--- config.mk ---
export PLATFORM = sky130hd
export DESIGN_NAME = scan_shift_counter
export DESIGN_NICKNAME = d
export VERILOG_FILES = /design/src/rtl/scan_shift_counter.sv
export SDC_FILE = /design/constraint.sdc
export NUM_CORES = 1
export LEC_CHECK = 0
export BUFFER_PORTS_ARGS = -buffer_cell sky130_fd_sc_hd__buf_2
export CORE_ASPECT_RATIO = 0.7
export CORE_MARGIN = 2
export CORE_UTILIZATION = 30
export DETAILED_ROUTE_END_ITERATION = 6
export PLACE_DENSITY_LB_ADDON = 0.1
export SYNTH_ARGS = -nofsm -noshare
export SYNTH_HDL_FRONTEND = slang
export SYNTH_SLANG_ARGS = --single-unit
--- constraint.sdc ---
create_clock -name clk -period 5.7 [get_ports clk]
set_clock_uncertainty 0.1 [all_clocks]
set_input_delay 0 -clock clk [delete_from_list [all_inputs] [get_ports clk]]
set_output_delay 0 -clock clk [all_outputs]
set_load 0.05 [all_outputs]
--- src/rtl/scan_shift_counter.sv ---
// One-hot scanning shift register with bounce/rotate patterns, runtime prescaler
// and optional end-of-travel dwell in bounce mode.
module scan_shift_counter #(
  parameter int WIDTH = 8,
  parameter int DIV_W = 8,
  parameter int DWELL = 0
) (
  input  logic             clk,
  input  logic             reset,
  input  logic             en,
  input  logic [1:0]       mode,
  input  logic [DIV_W-1:0] div,
  input  logic             load,
  input  logic [WIDTH-1:0] load_val,
  output logic [WIDTH-1:0] count,
  output logic             dir,
  output logic             step,
  output logic             end_hit
);

  typedef enum logic [1:0] {
    MODE_BOUNCE = 2'b00,
    MODE_ROT_L  = 2'b01,
    MODE_ROT_R  = 2'b10,
    MODE_HOLD   = 2'b11
  } mode_e;

  localparam int DWELL_W = (DWELL > 0) ? $clog2(DWELL + 1) : 1;
  localparam logic [DWELL_W-1:0] DWELL_L = DWELL_W'(DWELL);

  mode_e mode_s;

  logic [WIDTH-1:0]   count_q, count_d;
  logic               dir_q, dir_d;
  logic               step_q, step_d;
  logic               end_hit_q, end_hit_d;
  logic [DIV_W-1:0]   presc_q, presc_d;
  logic [DWELL_W-1:0] dwell_q, dwell_d;

  logic               run;
  logic               tick;
  logic [WIDTH-1:0]   shl, shr, rotl, rotr;

  assign mode_s = mode_e'(mode);
  assign run    = en && (mode_s != MODE_HOLD);

  assign shl  = {count_q[WIDTH-2:0], 1'b0};
  assign shr  = {1'b0, count_q[WIDTH-1:1]};
  assign rotl = {count_q[WIDTH-2:0], count_q[WIDTH-1]};
  assign rotr = {count_q[0], count_q[WIDTH-1:1]};

  // Prescaler: ">=" lets a reduced divisor take effect on the next enabled cycle.
  always_comb begin
    presc_d = presc_q;
    tick    = 1'b0;
    if (load) begin
      presc_d = '0;
    end else if (run) begin
      if (presc_q >= div) begin
        presc_d = '0;
        tick    = 1'b1;
      end else begin
        presc_d = presc_q + DIV_W'(1);
      end
    end
  end

  always_comb begin
    count_d   = count_q;
    dir_d     = dir_q;
    step_d    = 1'b0;
    end_hit_d = 1'b0;
    dwell_d   = dwell_q;

    if (mode_s != MODE_BOUNCE) begin
      dwell_d = '0;
    end

    if (load) begin
      count_d = load_val;
      dwell_d = '0;
    end else if (tick) begin
      unique case (mode_s)
        MODE_BOUNCE: begin
          if (count_q == '0) begin
            // Recover from an empty pattern by restarting at the LSB.
            count_d = WIDTH'(1);
            dir_d   = 1'b1;
            step_d  = 1'b1;
          end else if (dir_q) begin
            if (!count_q[WIDTH-1]) begin
              count_d   = shl;
              step_d    = 1'b1;
              end_hit_d = shl[WIDTH-1];
            end else if (dwell_q != DWELL_L) begin
              dwell_d = dwell_q + DWELL_W'(1);
            end else begin
              count_d   = shr;
              dir_d     = 1'b0;
              dwell_d   = '0;
              step_d    = 1'b1;
              end_hit_d = shr[0];
            end
          end else begin
            if (!count_q[0]) begin
              count_d   = shr;
              step_d    = 1'b1;
              end_hit_d = shr[0];
            end else if (dwell_q != DWELL_L) begin
              dwell_d = dwell_q + DWELL_W'(1);
            end else begin
              count_d   = shl;
              dir_d     = 1'b1;
              dwell_d   = '0;
              step_d    = 1'b1;
              end_hit_d = shl[WIDTH-1];
            end
          end
        end
        MODE_ROT_L: begin
          count_d   = rotl;
          dir_d     = 1'b1;
          step_d    = 1'b1;
          end_hit_d = count_q[WIDTH-1];
        end
        MODE_ROT_R: begin
          count_d   = rotr;
          dir_d     = 1'b0;
          step_d    = 1'b1;
          end_hit_d = count_q[0];
        end
        default: begin
          count_d = count_q;
        end
      endcase
    end
  end

  always_ff @(posedge clk or negedge reset) begin
    if (!reset) begin
      count_q   <= WIDTH'(1);
      dir_q     <= 1'b1;
      step_q    <= 1'b0;
      end_hit_q <= 1'b0;
      presc_q   <= '0;
      dwell_q   <= '0;
    end else begin
      count_q   <= count_d;
      dir_q     <= dir_d;
      step_q    <= step_d;
      end_hit_q <= end_hit_d;
      presc_q   <= presc_d;
      dwell_q   <= dwell_d;
    end
  end

  assign count   = count_q;
  assign dir     = dir_q;
  assign step    = step_q;
  assign end_hit = end_hit_q;

endmodule

==> reports/metrics.yaml, run 1 <==
outcome:
  status: "finished, final reports clean"
pwr:
  p_leak_nw: 0.948
  ir_worst_vdd_v: 0.0000787
  finalPower_mw: 0.396
  powerDensity_mw_per_mm2: 185
global_route:
  grt_pass1_wl_um: 8770
  grt_use_total_pct: 16.0
  grt_pass1_vias: 1639
  grt_overflow: 0
  antenna_found_initial: 0
  grt_max_degree: 30
sta:
  setup_viol: 0
  setup_ws_ps: 3220
  finalMaxSlewViolations: 0
  tightest_slew_ps: 634
  rsz0062_at_grt: "no"
  period_share_pct: 43.6
  post-route-min-period_ps: 2480
  relSlewSlack_pct: 57.7
  timing.setup.tns_ps: 0
  hold_violations: 0
  max_freq_ghz: 0.403
placement:
  pre_cts_ws_ps: 3250
  portBuffers: 32
  gp_congestion: 0.769
  dp_hpwl_um: 3790
clock_tree:
  cts_buffers: 3
  path_clk_slew_ps: 80
  clk_root_buffer_cell: "clkbuf_8"
  htreeDepth: 1
  cts_resized: 0
  cts_tree: "done"
  clockBufferDepth: 2
  worstSkewPairLatency_ps: 260
  clock_sinks: 20
route:
  via_count: 1759
  drtPass1Iterations: 5
  wirelength_um: 5270
  routedWlPerCell_um: 16.6
  ant_nets: 0
  drtIter0Drc: 140
  route.detailed.drc: 0
  viasPerCell: 5.53
final_layout:
  area_growth_pct: 17.9
  final_nets: 280
  fillers: 592
  drive_gt1_share_pct: 19.3
  antennaDiodeCount: 0
yosys:
  synth_area_mm2: 0.00181
  synth.top_cells.by_area: "dfrtp_1 (25%), ha_1 (9.7%), a221o_1 (4.4%)"
  synth_edf_count: 0
  synthCells: 214
  synth_cell_types: 55
  async_flop_share_pct: 100
  avgSynthCellArea_um2: 8.48
  synth_top_cell_area_share_pct: 24.8
  syn-num-nets: 250
  synth-main-ff-cell: "dfrtp_1"
  yosysSeqAreaShare_pct: 27.7
  synth-seq-cells: 20
  yosys.area.top_type: "dfrtp_1"
  yosys_warnings: 0
die:
  die_h_um: 69.1
  pin_count: 33
  die-area_mm2: 0.00670
  die_x_um: 96.9
  start_util_pct: 31.4
  num_rows: 23
  core-area_mm2: 0.00578
setup_path:
  rr_worst_depth: 7
  crit_fanout: 15
  crit_path_start_kind: "flop"
  rrSetupSlack_ps: 3220
  critPathRequiredTime_ps: 5780
  reg2reg_from: "presc_q[0]"
  r2r-end: "presc_q[7]"
  crit_path_end_kind: "flop"
  crit_type: "reg -> reg"
  cp.arrival_ps: 2560
hold_path:
  hold_path.class: "in -> async"
flow_run:
  max-cap-violations: 0
## timing repair
action,in CTS,in global routing
setup buffers,0,0
endpoints found under the hold margin,28,0
hold buffers,9,0
## power by group
part           internal (mW)  total [mW]  switching [mW]
logic                 0.0444       0.117          0.0730
clock network         0.0616       0.112          0.0500
registers              0.149       0.167          0.0185
## worst max-delay path, stage by stage (launching register included)
cell and delay, ps:
dfrtp_1 420, inv_1 90, ha_1 260, nand2b_1 140, a2111o_1 510, a21oi_4 440, nor2_1 230, nor3_1 210
## layout make-up
class | instances | area (um2) | area share, %
multi-input cells | 163 | 1180 | 55.2
flip-flops and latches | 20 | 503 | 23.5
repair buffers | 41 | 250 | 11.7
well taps | 75 | 93.8 | 4.39
inverters | 15 | 56.3 | 2.63
clock buffers | 4 | 55.1 | 2.57
## metal layers
| layer | wire (um) | share of wire [%] | global-route usage, % | up-vias |
|---|---|---|---|---|
| met3 | 321 | 6.1 | 3.14 | 2 |
| met4 | 24 | 0.46 | 2.82 | 0 |
| met2 | 1970 | 37 | 19.5 | 68 |
| met5 | 0 | 0 | 0 | - |
| li1 | - | - | - | 871 |
| met1 | 2960 | 56 | 27.7 | 818 |
## through the flow
stage | instance area, um2 | hold slack [ps] | instances | util (%)
global route | 2140 | 134 | 318 | 37.0
floorplan | 1810 | -396 | 214 | -
detailed placement | 1990 | -99.6 | 305 | 34.5
global placement | 1990 | -96.7 | 305 | 34.5
CTS | 2140 | 125 | 318 | 37.0
finish | 2140 | 132 | 318 | 37.0
## cells by family (layout without fill, tap and decap cells)
kind of cell | after synthesis | count (layout) | synth area share [%]
buffers and inverters | 31 | 60 | 7.24
flip-flops | 20 | 20 | 27.7
adder cells (fa/ha/maj) | 14 | 14 | 9.66
XOR/XNOR | 3 | 3 | 1.45
AND/OR/NAND/NOR | 78 | 78 | 24.0
AO/OA/AOI/OAI | 62 | 62 | 26.2
multiplexers | 6 | 6 | 3.72
## Yosys cell counts (all sizes together) (2+ instances only)
cell     number
a2111oi       4
a211oi        2
a21oi        14
a221o         8
a221oi        2
a22oi         8
a31oi         2
and2          5
and3          4
buf           5
clkbuf       11
dfrtp        18
dfstp         2
ha           14
inv          15
mux2          3
mux2i         3
nand2        19
nand2b        3
nand3        10
nand4         2
nand4b        2
nor2          6
nor2b         3
nor3         10
nor3b         5
nor4          4
o21ai         7
o22ai         3
o41ai         2
or4           2
xor2          2
## worst max path at each step
stage / start / endpoint / slack (ps)
after global placement: presc_q[0] / count[6] / 3240
after floorplan: presc_q[0] / count[5] / 3540
after global routing: presc_q[0] / presc_q[7] / 3050
final: presc_q[0] / presc_q[7] / 3220
after detailed placement: presc_q[0] / count[5] / 3250
after CTS: presc_q[0] / presc_q[7] / 3220
## flip-flops by register name, summed over array words and instances, names as in the netlist
register,count
step,1
dir,1
count,8
presc_q,8
end_hit,1
dwell_q,1
## cells in the final DEF, fill, tap and decap left out, types with 2 or more instances in the layout
| cell type | count |
|---|---|
| a2111oi_0 | 4 |
| ha_1 | 14 |
| nor4_1 | 4 |
| nor3b_1 | 5 |
| a211oi_1 | 2 |
| o41ai_1 | 2 |
| clkbuf_8 | 4 |
| and2_1 | 5 |
| mux2i_1 | 3 |
| nor3_1 | 9 |
| nand2_1 | 19 |
| nor2_1 | 6 |
| and3_1 | 3 |
| nand2b_1 | 3 |
| o22ai_1 | 3 |
| nand4b_1 | 2 |
| nand3_1 | 10 |
| mux2_2 | 2 |
| a21oi_1 | 13 |
| buf_2 | 32 |
| a221oi_1 | 2 |
| o21ai_0 | 6 |
| a22oi_1 | 8 |
| nor2b_1 | 3 |
| xor2_1 | 2 |
| inv_1 | 14 |
| dfstp_2 | 2 |
| nand4_1 | 2 |
| dfrtp_1 | 18 |
| a31oi_1 | 2 |
| dlygate4sd3_1 | 9 |
| a221o_1 | 8 |
Note: power is estimated with default switching activity, not from simulation.
==> run 2, diff against run 1 <==
- clock period: 5.7 -> 2.4 ns (I/O delays scaled with it)
==> reports/metrics.yaml, run 2 (synthesized netlist as in run 1, its figures left out) <==
outcome:
  status: "finished, final reports clean"
pwr:
  p_leak_nw: 1.05  # +10%
  powerDensity_mw_per_mm2: 410  # +120%
  ir_worst_vdd_v: 0.000168  # +110%
clock_tree:
  cts_buffers: 3  # unchanged
  path_clk_slew_ps: 80  # about the same
  clk_root_buffer_cell: "clkbuf_8"
  clock_sinks: 20  # unchanged
  cts_tree: "done"
  htreeDepth: 1  # unchanged
  clockBufferDepth: 2  # unchanged
  worstSkewPairLatency_ps: 260  # about the same
setup_path:
  rrSetupSlack_ps: 100  # -3120 ps
  cp.arrival_ps: 2360  # -200 ps
  crit_slowest_cell: "dfstp_2"
  path_cells: "inv_2 -> mux2_4 -> a2111oi_0 -> buf_4 -> nor3_1 -> a221o_1"
  critPathRequiredTime_ps: 2450  # -3330 ps
  r2r-end: "count[2]"
  cp_slowest_stage_delay_ps: 640  # +130 ps
  crit_fanout: 10  # -5
  crit_type: "reg -> reg"
  rr_worst_depth: 6  # -1
  reg2reg_from: "dir"
  crit_path_end_kind: "flop"
  crit_path_start_kind: "flop"
sta:
  relSlewSlack_pct: 62.7  # +5.0 points
  setup_viol: 0  # unchanged
  post-route-min-period_ps: 2300  # -182 ps
  max_freq_ghz: 0.435  # +7.9%
  finalMaxSlewViolations: 0  # unchanged
  tightest_slew_ps: 545  # -88.9 ps
  timing.setup.tns_ps: 0  # unchanged
  period_share_pct: 95.9  # +52 points
  rsz0062_at_grt: "no"
  hold_violations: 0  # unchanged
hold_path:
  whs_endpoint: "presc_q[2]"
  hold_path.class: "in -> reg"
  hold_depth: 2
  min_from: "load"
final_layout:
  final_cells: 338  # +6.3%
  area_growth_pct: 26.3
  final_common_cell: "buf_2"
  drive_gt1_share_pct: 25.1  # +5.8 points
  fin_area_mm2: 0.00229  # +7.2%
  antennaDiodeCount: 0  # unchanged
  final_nets: 300  # +7.1%
  mostFrequentLayoutCells: "buf_2 (32), nand2_1 (19), buf_4 (19), dfrtp_1 (18)"
placement:
  place_area_mm2: 0.00214  # +7.2%
  portBuffers: 32  # unchanged
  dp_hpwl_um: 4230  # +12%
  gp_congestion: 0.752  # -2.2%
  place_inst: 324  # +6.2%
route:
  route.detailed.drc: 0  # unchanged
  drtPass1Iterations: 4  # -1
  wirelength_um: 5600  # +6.2%
  ant_nets: 0  # unchanged
  viasPerCell: 5.46  # -1.4%
  via_count: 1844  # +4.8%
  routedWlPerCell_um: 16.6  # about the same
  drtIter0Drc: 156  # +11%
die:
  pin_count: 33  # unchanged
  num_rows: 23  # unchanged
  start_util_pct: 31.4  # unchanged
  die_h_um: 69.1  # unchanged
  die-area_mm2: 0.00670  # unchanged
  core-area_mm2: 0.00578  # unchanged
  die_x_um: 96.9  # unchanged
global_route:
  grt_overflow: 0  # unchanged
  grt_pass1_vias: 1683  # +2.7%
  grt_max_degree: 21  # -30%
  grt_pass1_wl_um: 9430  # +7.5%
  antenna_found_initial: 0  # unchanged
  grt_use_total_pct: 17.4  # +1.4 points
flow_run:
  max-cap-violations: 0  # unchanged
==> run 2: cell types whose count changed in the layout (fill, tap and decap cells not counted) <==
cell       previous run  this run
a2111oi_0             4         3
a2111oi_1             0         1
buf_12                0         1
buf_4                 0        19
clkbuf_1              0         1
clkbuf_8              4         3
==> run 2: worst max-delay path by stage <==
stage                     from    endpoint  slack [ps]  cells after the start
floorplan           presc_q[0]    count[5]         240                      8
global placement           dir    count[3]          90                      6
detailed placement  presc_q[0]    count[1]         120                      7
CTS                 presc_q[0]  presc_q[4]          90                      8
global route               dir    count[2]          30                      6
finish                     dir    count[2]         100                      6
==> run 2: worst max-delay path, delay by kind of cell (launching register included) <==
kind,cells,cell delay (ps)
and+or+nand+nor,1,40
AOI/OAI and AO/OA,2,810
buffers and inverters,2,270
muxes,1,340
DFF,1,640
==> run 2: what timing repair did <==
item / 4_1_cts / 5_1_grt
endpoints found under the hold margin: 28 / 0
setup buffers: 0 / 1
resized for setup: 0 / 1
hold buffers: 9 / 0
setup endpoints to repair: 0 / 13
==> run 2: metrics by stage <==
step / total power [mW] / worst slack, ps / utilization (%) / hold slack [ps]
final: 0.941 / 99.1 / 39.6 / 29.0
after global routing: 1.00 / 32.6 / 39.6 / 48.4
after CTS: 0.948 / 93.0 / 39.3 / 22.8
after detailed placement: 0.700 / 120 / 36.9 / -105
after global placement: 0.706 / 89.0 / 36.9 / -111
after floorplan: 0.582 / 237 / - / -396
==> run 2: report_power, final <==
group | switching (mW) | leakage (nW) | internal [mW] | total, mW
Combinational | 0.189 | 0.766 | 0.133 | 0.321
Clock | 0.113 | 0.0228 | 0.118 | 0.231
Sequential | 0.0341 | 0.259 | 0.354 | 0.388
==> run 2: metal layers <==
metal / share of wire (%) / up-vias / GRT usage (%)
met1: 55 / 871 / 29.6
li1: - / 908 / -
met2: 37 / 61 / 21.8
met4: 0.52 / 0 / 2.82
met3: 6.9 / 4 / 3.45
met5: 0 / - / 0
==> run 2: cell type report <==
type	count	area, um2
well taps	75	93.8
multi-input cells	163	1180
flip-flops and latches	20	503
repair buffers	61	413
clock buffers	4	45.0
fillers	608	3490
inverters	15	56.3
